--- src/rtl/rf_pkg.sv ---
// Shared types and helpers for the multi-port register file.
// Build option: RF_BYPASS_EN enables same-cycle write-to-read forwarding.
package rf_pkg;

    localparam int RF_ADDR_WIDTH = 5;
    localparam int ZERO_REG      = 0;
    localparam int MAX_WRITE     = 2;

    typedef logic [RF_ADDR_WIDTH-1:0] reg_addr_t;

    typedef struct packed {
        logic valid;
        logic idx;
    } wr_sel_t;

    // Highest-numbered matching write port owns the address.
    function automatic wr_sel_t wr_pick(input logic [MAX_WRITE-1:0] hit);
        wr_sel_t s;
        s = '0;
        for (int j = 0; j < MAX_WRITE; j++) begin
            if (hit[j]) begin
                s.valid = 1'b1;
                s.idx   = 1'(j);
            end
        end
        return s;
    endfunction

endpackage

--- src/rtl/rf_scoreboard.sv ---
// Pending-write busy tracker; a claim in the same cycle as a
// retiring write keeps the register busy. Register 0 never goes busy.
module rf_scoreboard #(
    parameter int NREG = 32
) (
    input  logic            clk,
    input  logic            rst_n,
    input  logic [NREG-1:0] claim_vec,
    input  logic [NREG-1:0] clear_vec,
    output logic [NREG-1:0] busy_vec
);

    logic [NREG-1:0] busy_q;

    always_ff @(posedge clk or negedge rst_n) begin
        if (!rst_n) begin
            busy_q <= '0;
        end else begin
            busy_q <= ((busy_q & ~clear_vec) | claim_vec) & ~NREG'(1);
        end
    end

    assign busy_vec = busy_q;

endmodule

--- src/rtl/rf_multiport.sv ---
// Multi-port integer register file with pending-write scoreboard.
// Build option: RF_BYPASS_EN forwards same-cycle writeback data to reads.
module rf_multiport #(
    parameter int ADDR_WIDTH = 5,
    parameter int XLEN       = 32,
    parameter int NUM_READ   = 2,
    parameter int NUM_WRITE  = 1
) (
    input  logic                            clk,
    input  logic                            rst_n,
    input  logic [NUM_READ*ADDR_WIDTH-1:0]  rd_addr,
    output logic [NUM_READ*XLEN-1:0]        rd_data,
    output logic [NUM_READ-1:0]             rd_busy,
    input  logic [NUM_WRITE-1:0]            wr_en,
    input  logic [NUM_WRITE*ADDR_WIDTH-1:0] wr_addr,
    input  logic [NUM_WRITE*XLEN-1:0]       wr_data,
    input  logic                            claim_en,
    input  logic [ADDR_WIDTH-1:0]           claim_addr,
    output logic [(2**ADDR_WIDTH)-1:0]      busy_vec
);

    import rf_pkg::*;

    localparam int NREG = 2 ** ADDR_WIDTH;

    logic [MAX_WRITE-1:0]  we;
    logic [ADDR_WIDTH-1:0] wa [MAX_WRITE];
    logic [XLEN-1:0]       wd [MAX_WRITE];

    // Unused write ports are tied off so priority logic is uniform.
    for (genvar j = 0; j < MAX_WRITE; j++) begin : g_wport
        if (j < NUM_WRITE) begin : g_on
            assign we[j] = wr_en[j];
            assign wa[j] = wr_addr[j*ADDR_WIDTH +: ADDR_WIDTH];
            assign wd[j] = wr_data[j*XLEN +: XLEN];
        end else begin : g_off
            assign we[j] = 1'b0;
            assign wa[j] = '0;
            assign wd[j] = '0;
        end
    end

    logic [XLEN-1:0] regs [NREG];
    wr_sel_t         sel  [NREG];
    logic [NREG-1:0] claim_vec;
    logic [NREG-1:0] clear_vec;

    always_comb begin
        logic [MAX_WRITE-1:0] hit;
        claim_vec = '0;
        clear_vec = '0;
        for (int r = 0; r < NREG; r++) begin
            hit = '0;
            for (int j = 0; j < MAX_WRITE; j++) begin
                hit[j] = we[j] && (wa[j] == ADDR_WIDTH'(r))
                         && (r != ZERO_REG);
            end
            sel[r]       = wr_pick(hit);
            clear_vec[r] = sel[r].valid;
        end
        if (claim_en && claim_addr != ADDR_WIDTH'(ZERO_REG)) begin
            claim_vec[claim_addr] = 1'b1;
        end
    end

    always_ff @(posedge clk or negedge rst_n) begin
        if (!rst_n) begin
            for (int r = 0; r < NREG; r++) begin
                regs[r] <= '0;
            end
        end else begin
            for (int r = 1; r < NREG; r++) begin
                if (sel[r].valid) begin
                    regs[r] <= wd[sel[r].idx];
                end
            end
        end
    end

    rf_scoreboard #(
        .NREG(NREG)
    ) u_sb (
        .clk      (clk),
        .rst_n    (rst_n),
        .claim_vec(claim_vec),
        .clear_vec(clear_vec),
        .busy_vec (busy_vec)
    );

    for (genvar i = 0; i < NUM_READ; i++) begin : g_rport
        logic [ADDR_WIDTH-1:0] ra;
        logic [XLEN-1:0]       data;
        logic                  busy;

        assign ra = rd_addr[i*ADDR_WIDTH +: ADDR_WIDTH];

        always_comb begin
`ifdef RF_BYPASS_EN
            logic [MAX_WRITE-1:0] hit;
            wr_sel_t              s;
`endif
            data = regs[ra];
            busy = busy_vec[ra];
`ifdef RF_BYPASS_EN
            for (int j = 0; j < MAX_WRITE; j++) begin
                hit[j] = we[j] && (wa[j] == ra)
                         && (ra != ADDR_WIDTH'(ZERO_REG));
            end
            s = wr_pick(hit);
            if (s.valid) begin
                data = wd[s.idx];
                if (!(claim_en && claim_addr == ra)) begin
                    busy = 1'b0;
                end
            end
`endif
            // Forwarded data must not leak out while held in reset.
            if (!rst_n) begin
                data = '0;
                busy = 1'b0;
            end
        end

        assign rd_data[i*XLEN +: XLEN] = data;
        assign rd_busy[i]              = busy;
    end

endmodule
--- config.mk ---
export PLATFORM = sky130hd
export DESIGN_NAME = rf_multiport
export DESIGN_NICKNAME = d
export VERILOG_FILES = /design/src/rtl/rf_pkg.sv /design/src/rtl/rf_scoreboard.sv /design/src/rtl/rf_multiport.sv
export SDC_FILE = /design/constraint.sdc
export NUM_CORES = 2
export LEC_CHECK = 0
export CORE_ASPECT_RATIO = 2
export CORE_MARGIN = 2
export CORE_UTILIZATION = 60
export DETAILED_ROUTE_END_ITERATION = 10
export PLACE_DENSITY_LB_ADDON = 0.1
export SYNTH_ARGS = -nofsm -noshare
export SYNTH_HDL_FRONTEND = slang
export SYNTH_SLANG_ARGS = --single-unit
--- constraint.sdc ---
create_clock -name clk -period 2.5 [get_ports clk]
set_input_delay 0.25 -clock clk [delete_from_list [all_inputs] [get_ports clk]]
set_output_delay 0.25 -clock clk [all_outputs]
set_load 0.03 [all_outputs]
==> results.yml <==
setup_path:
  slowest_delay_ps: 500
  total_buffers_and_inverters_traversed_by_the_critical_path: 2
  type_of_the_worst_setup_path: "reg2out"
  worst-endpoint-required_ps: 2250
  crit-reg2reg-capture: "u_sb.busy_vec[15]"
  critPathLaunch: "regs[62]"
  setup.worst_path.start_class: "flop"
  timing.reg2reg.setup_slack_ps: 1540
  worst_path_max_delay_cell: "sky130_fd_sc_hd__mux4_2"
  critPathMaxFanout: 2
  rr_startpoint: "u_sb.busy_vec[15]"
  stages_on_worst_setup_path: 6
  critical_path.endpoint_type: "output pin"
  cp_cell_sequence: "mux4_2, mux2i_4, a221o_1, a31oi_2, buf_4, buf_12"
  worst_ep_arrival_time_ps: 2460
  timing.reg2reg.worst_path_depth: 3
  critical-path-top-delay-family: "multiplexers"
yosys:
  number_of_instances_in_the_synthesized_netlist: 3930
  synth_warnings: 32
  synth-seq-area-share: 0.459
  synthesis.nets: 3986
  synth.cell_area_um2: 55800
  synth_ff_type: "sky130_fd_sc_hd__dfrtp_1"
  share_of_synthesized_flip_flops_with_an_asynchronous_set_or_reset: 1.00
  number_of_distinct_library_cells_after_synthesis: 53
  syn_avg_cell_area_um2: 14.2
  count_of_flip_flops_with_a_built_in_enable_after_synthesis: 0
  synth-seq-cells: 1023
global_route:
  overflow: 0
  grt_pass1_wl_mm: 285
  grt_antenna_before_repair: 4
  largest_net_degree_at_the_start_of_global_routing: 74
  grt_pass1_vias: 42900
  grtUsageTotal: 0.413
floorplanning:
  core_um2: 92500
  io_pins: 154
  rows: 158
  die_area_um2: 95600
  die_w_um: 220
  die_h_um: 435
  initial_utilization: 0.603
clock_tree:
  numCtsBuffers: 93
  cts_num_sinks: 1023
  clock_insertion_delay_worst_skew_ps: 710
  tritoncts_clock_tree: "yes"
  ctsRootBufferMaster: "sky130_fd_sc_hd__clkbuf_16"
  h-tree-depth: 3
  clock_tree.buffer_depth: 3
  clkTransAtPathRegs_ps: 70
outcome:
  violations_in_the_final_reports: "max-capacitance violations, negative setup slack"
  outcome: "finished, violations left"
timing:
  rsz0062_at_grt: "true"
  fmaxAchievable_mhz: 369
  maxSlewViolCount: 0
  period_minus_slack_ps: 2710
  timing_worst_slew_pin_value_ps: 1490
  fin_skew_ps: 0
  post-route-period-util: 1.08
  timing.final.hold_violations: 0
  setup_slack_ps: -211
  timing.final.setup_violations: 63
  timing.slew.headroom: 0.00509
place:
  placedCellCount: 5182
  placed_cell_area_um2: 61500
  dpl.hpwl_mm: 123
  routabilityCongestion: 0.919
  buffers_added_on_ports: 152
pwr:
  total_leakage_power_nw: 29.0
  vdd.ir_drop.worst_mv: 0.667
  comb_power_share: 0.242
  finalPower_w: 0.0506
  clk_network_pwr_share: 0.311
  power_frac_seq: 0.447
  powerDensity_nw_per_um2: 763
  power.share.switching: 0.290
  power_switching_w: 0.0147
  internal_power_w: 0.0360
detailed_routing:
  number_of_vias_in_the_routed_layout: 39600
  wl_per_cell_um: 35.8
  first_iter_violations: 3958
  drt_drc_violations_left: 0
  drt_via_density: 7.29
  drtPass1Iterations: 6
  drt_wl_total_mm: 194
  antenna_left: 0
job:
  max-cap-violations: 1
final_layout:
  design.final.nets: 4204
  layout.cell_area.non_filler_um2: 66300
  layout_common_cells: "sky130_fd_sc_hd__mux2_2 (1059), sky130_fd_sc_hd__dfrtp_1 (1013), sky130_fd_sc_hd__mux4_2 (364)"
  commonest_non_fill_non_tap_cell_in_the_layout: "sky130_fd_sc_hd__mux2_2"
  final_layout_size_suffix_gt1_frac: 0.541
  syn_to_final_growth_pct: 18.8
  fin_cells: 5428
  multiInputGateArea_um2: 29100
  seqCellArea_um2: 25600
  fill_cells: 6115
worst_hold_path:
  hp-class: "in2async"
==> cell families after synthesis <==
kind of cell	synth area share
AO/OA/AOI/OAI	0.0551
multiplexers	0.414
flip-flops	0.459
buffers and inverters	0.0386
other	0.0000672
AND/OR/NAND/NOR	0.0332
==> worst max-delay path by stage <==
stage / endpoint / slack [ps]
finish: rd_data[62] / -210
floorplan: rd_data[43] / 230
global route: rd_data[15] / -270
CTS: rd_data[60] / -220
global placement: regs[288] / -80
detailed placement: rd_data[61] / -120
==> state kept, by name (all words and copies together) (netlist names) <==
register       count
regs             992
u_sb.busy_vec     31
==> metrics by stage <==
stage	hold slack (ps)	worst slack (ps)	setup TNS, ps	utilization
floorplan	-45.6	232	0	-
global placement	419	-78.2	-2150	0.664
detailed placement	423	-118	-2480	0.664
CTS	12.3	-220	-6850	0.710
global route	27.6	-273	-7920	0.716
finish	17.8	-211	-5100	0.716
==> worst min-delay path: cells and delay by family <==
family	cells	cell delay, ps
buffers and inverters	5	820
==> per-layer routing <==
metal / track usage / part of all wire / up-vias
li1: - / - / 15500
met1: 0.479 / 0.34 / 21000
met2: 0.673 / 0.49 / 2260
met3: 0.0949 / 0.081 / 802
met4: 0.292 / 0.083 / 6
met5: 0 / 0.00017 / -
==> power groups by stage <==
| stage | logic, W | clock network (W) | registers [W] |
|---|---|---|---|
| global route | 0.0129 | 0.0165 | 0.0229 |
| CTS | 0.0119 | 0.0158 | 0.0224 |
| finish | 0.0122 | 0.0157 | 0.0226 |
| global placement | 0.0109 | 0 | 0.0223 |
| floorplan | 0.00790 | 0 | 0.0219 |
| detailed placement | 0.0114 | 0 | 0.0227 |
==> area by class of cell <==
type | instances | area share
flip-flops and latches | 1023 | 0.386
well taps | 1200 | 0.0227
repair buffers | 549 | 0.100
clock buffers | 130 | 0.0409
inverters | 31 | 0.00176
multi-input cells | 2450 | 0.439
clock inverters | 42 | 0.00912
diodes | 3 | 0.000113
==> cell usage after synthesis, types with 4 or more instances <==
master,number,area [µm²]
sky130_fd_sc_hd__mux2_2,1061,11900
sky130_fd_sc_hd__dfrtp_1,1023,25600
sky130_fd_sc_hd__mux4_2,364,8200
sky130_fd_sc_hd__mux2i_1,254,2540
sky130_fd_sc_hd__clkbuf_1,212,796
sky130_fd_sc_hd__buf_2,130,651
sky130_fd_sc_hd__nand2_1,108,405
sky130_fd_sc_hd__nor2b_1,108,676
sky130_fd_sc_hd__a21oi_1,76,380
sky130_fd_sc_hd__a221oi_1,66,578
sky130_fd_sc_hd__nor3_1,60,300
sky130_fd_sc_hd__buf_4,36,270
sky130_fd_sc_hd__a221o_1,33,330
sky130_fd_sc_hd__buf_1,33,124
sky130_fd_sc_hd__inv_1,30,113
sky130_fd_sc_hd__mux2_4,29,435
sky130_fd_sc_hd__o221ai_1,27,236
sky130_fd_sc_hd__o31a_1,27,236
sky130_fd_sc_hd__o221a_2,25,282
sky130_fd_sc_hd__a22oi_1,24,180
sky130_fd_sc_hd__a41o_1,24,240
sky130_fd_sc_hd__o211ai_1,24,180
sky130_fd_sc_hd__o21ai_0,23,115
sky130_fd_sc_hd__nor2_1,18,67.6
sky130_fd_sc_hd__a31oi_1,14,87.6
sky130_fd_sc_hd__a22o_1,12,105
sky130_fd_sc_hd__buf_6,12,135
sky130_fd_sc_hd__nand2b_1,11,68.8
sky130_fd_sc_hd__nand3_1,10,50.1
sky130_fd_sc_hd__or3_1,9,56.3
sky130_fd_sc_hd__o311a_1,6,60.1
sky130_fd_sc_hd__nand3b_1,5,37.5
sky130_fd_sc_hd__nor3b_1,4,30.0
==> what timing repair did <==
action | 4_1_cts | 5_1_grt
gates resized for setup | 87 | 83
cloned | 0 | 0
setup endpoints to repair | 66 | 66
setup buffers | 44 | 22
hold buffers | 8 | 0
pin swaps | 61 | 51
hold endpoints to repair | 325 | 0
Note: power is estimated with default switching activity, not from simulation.
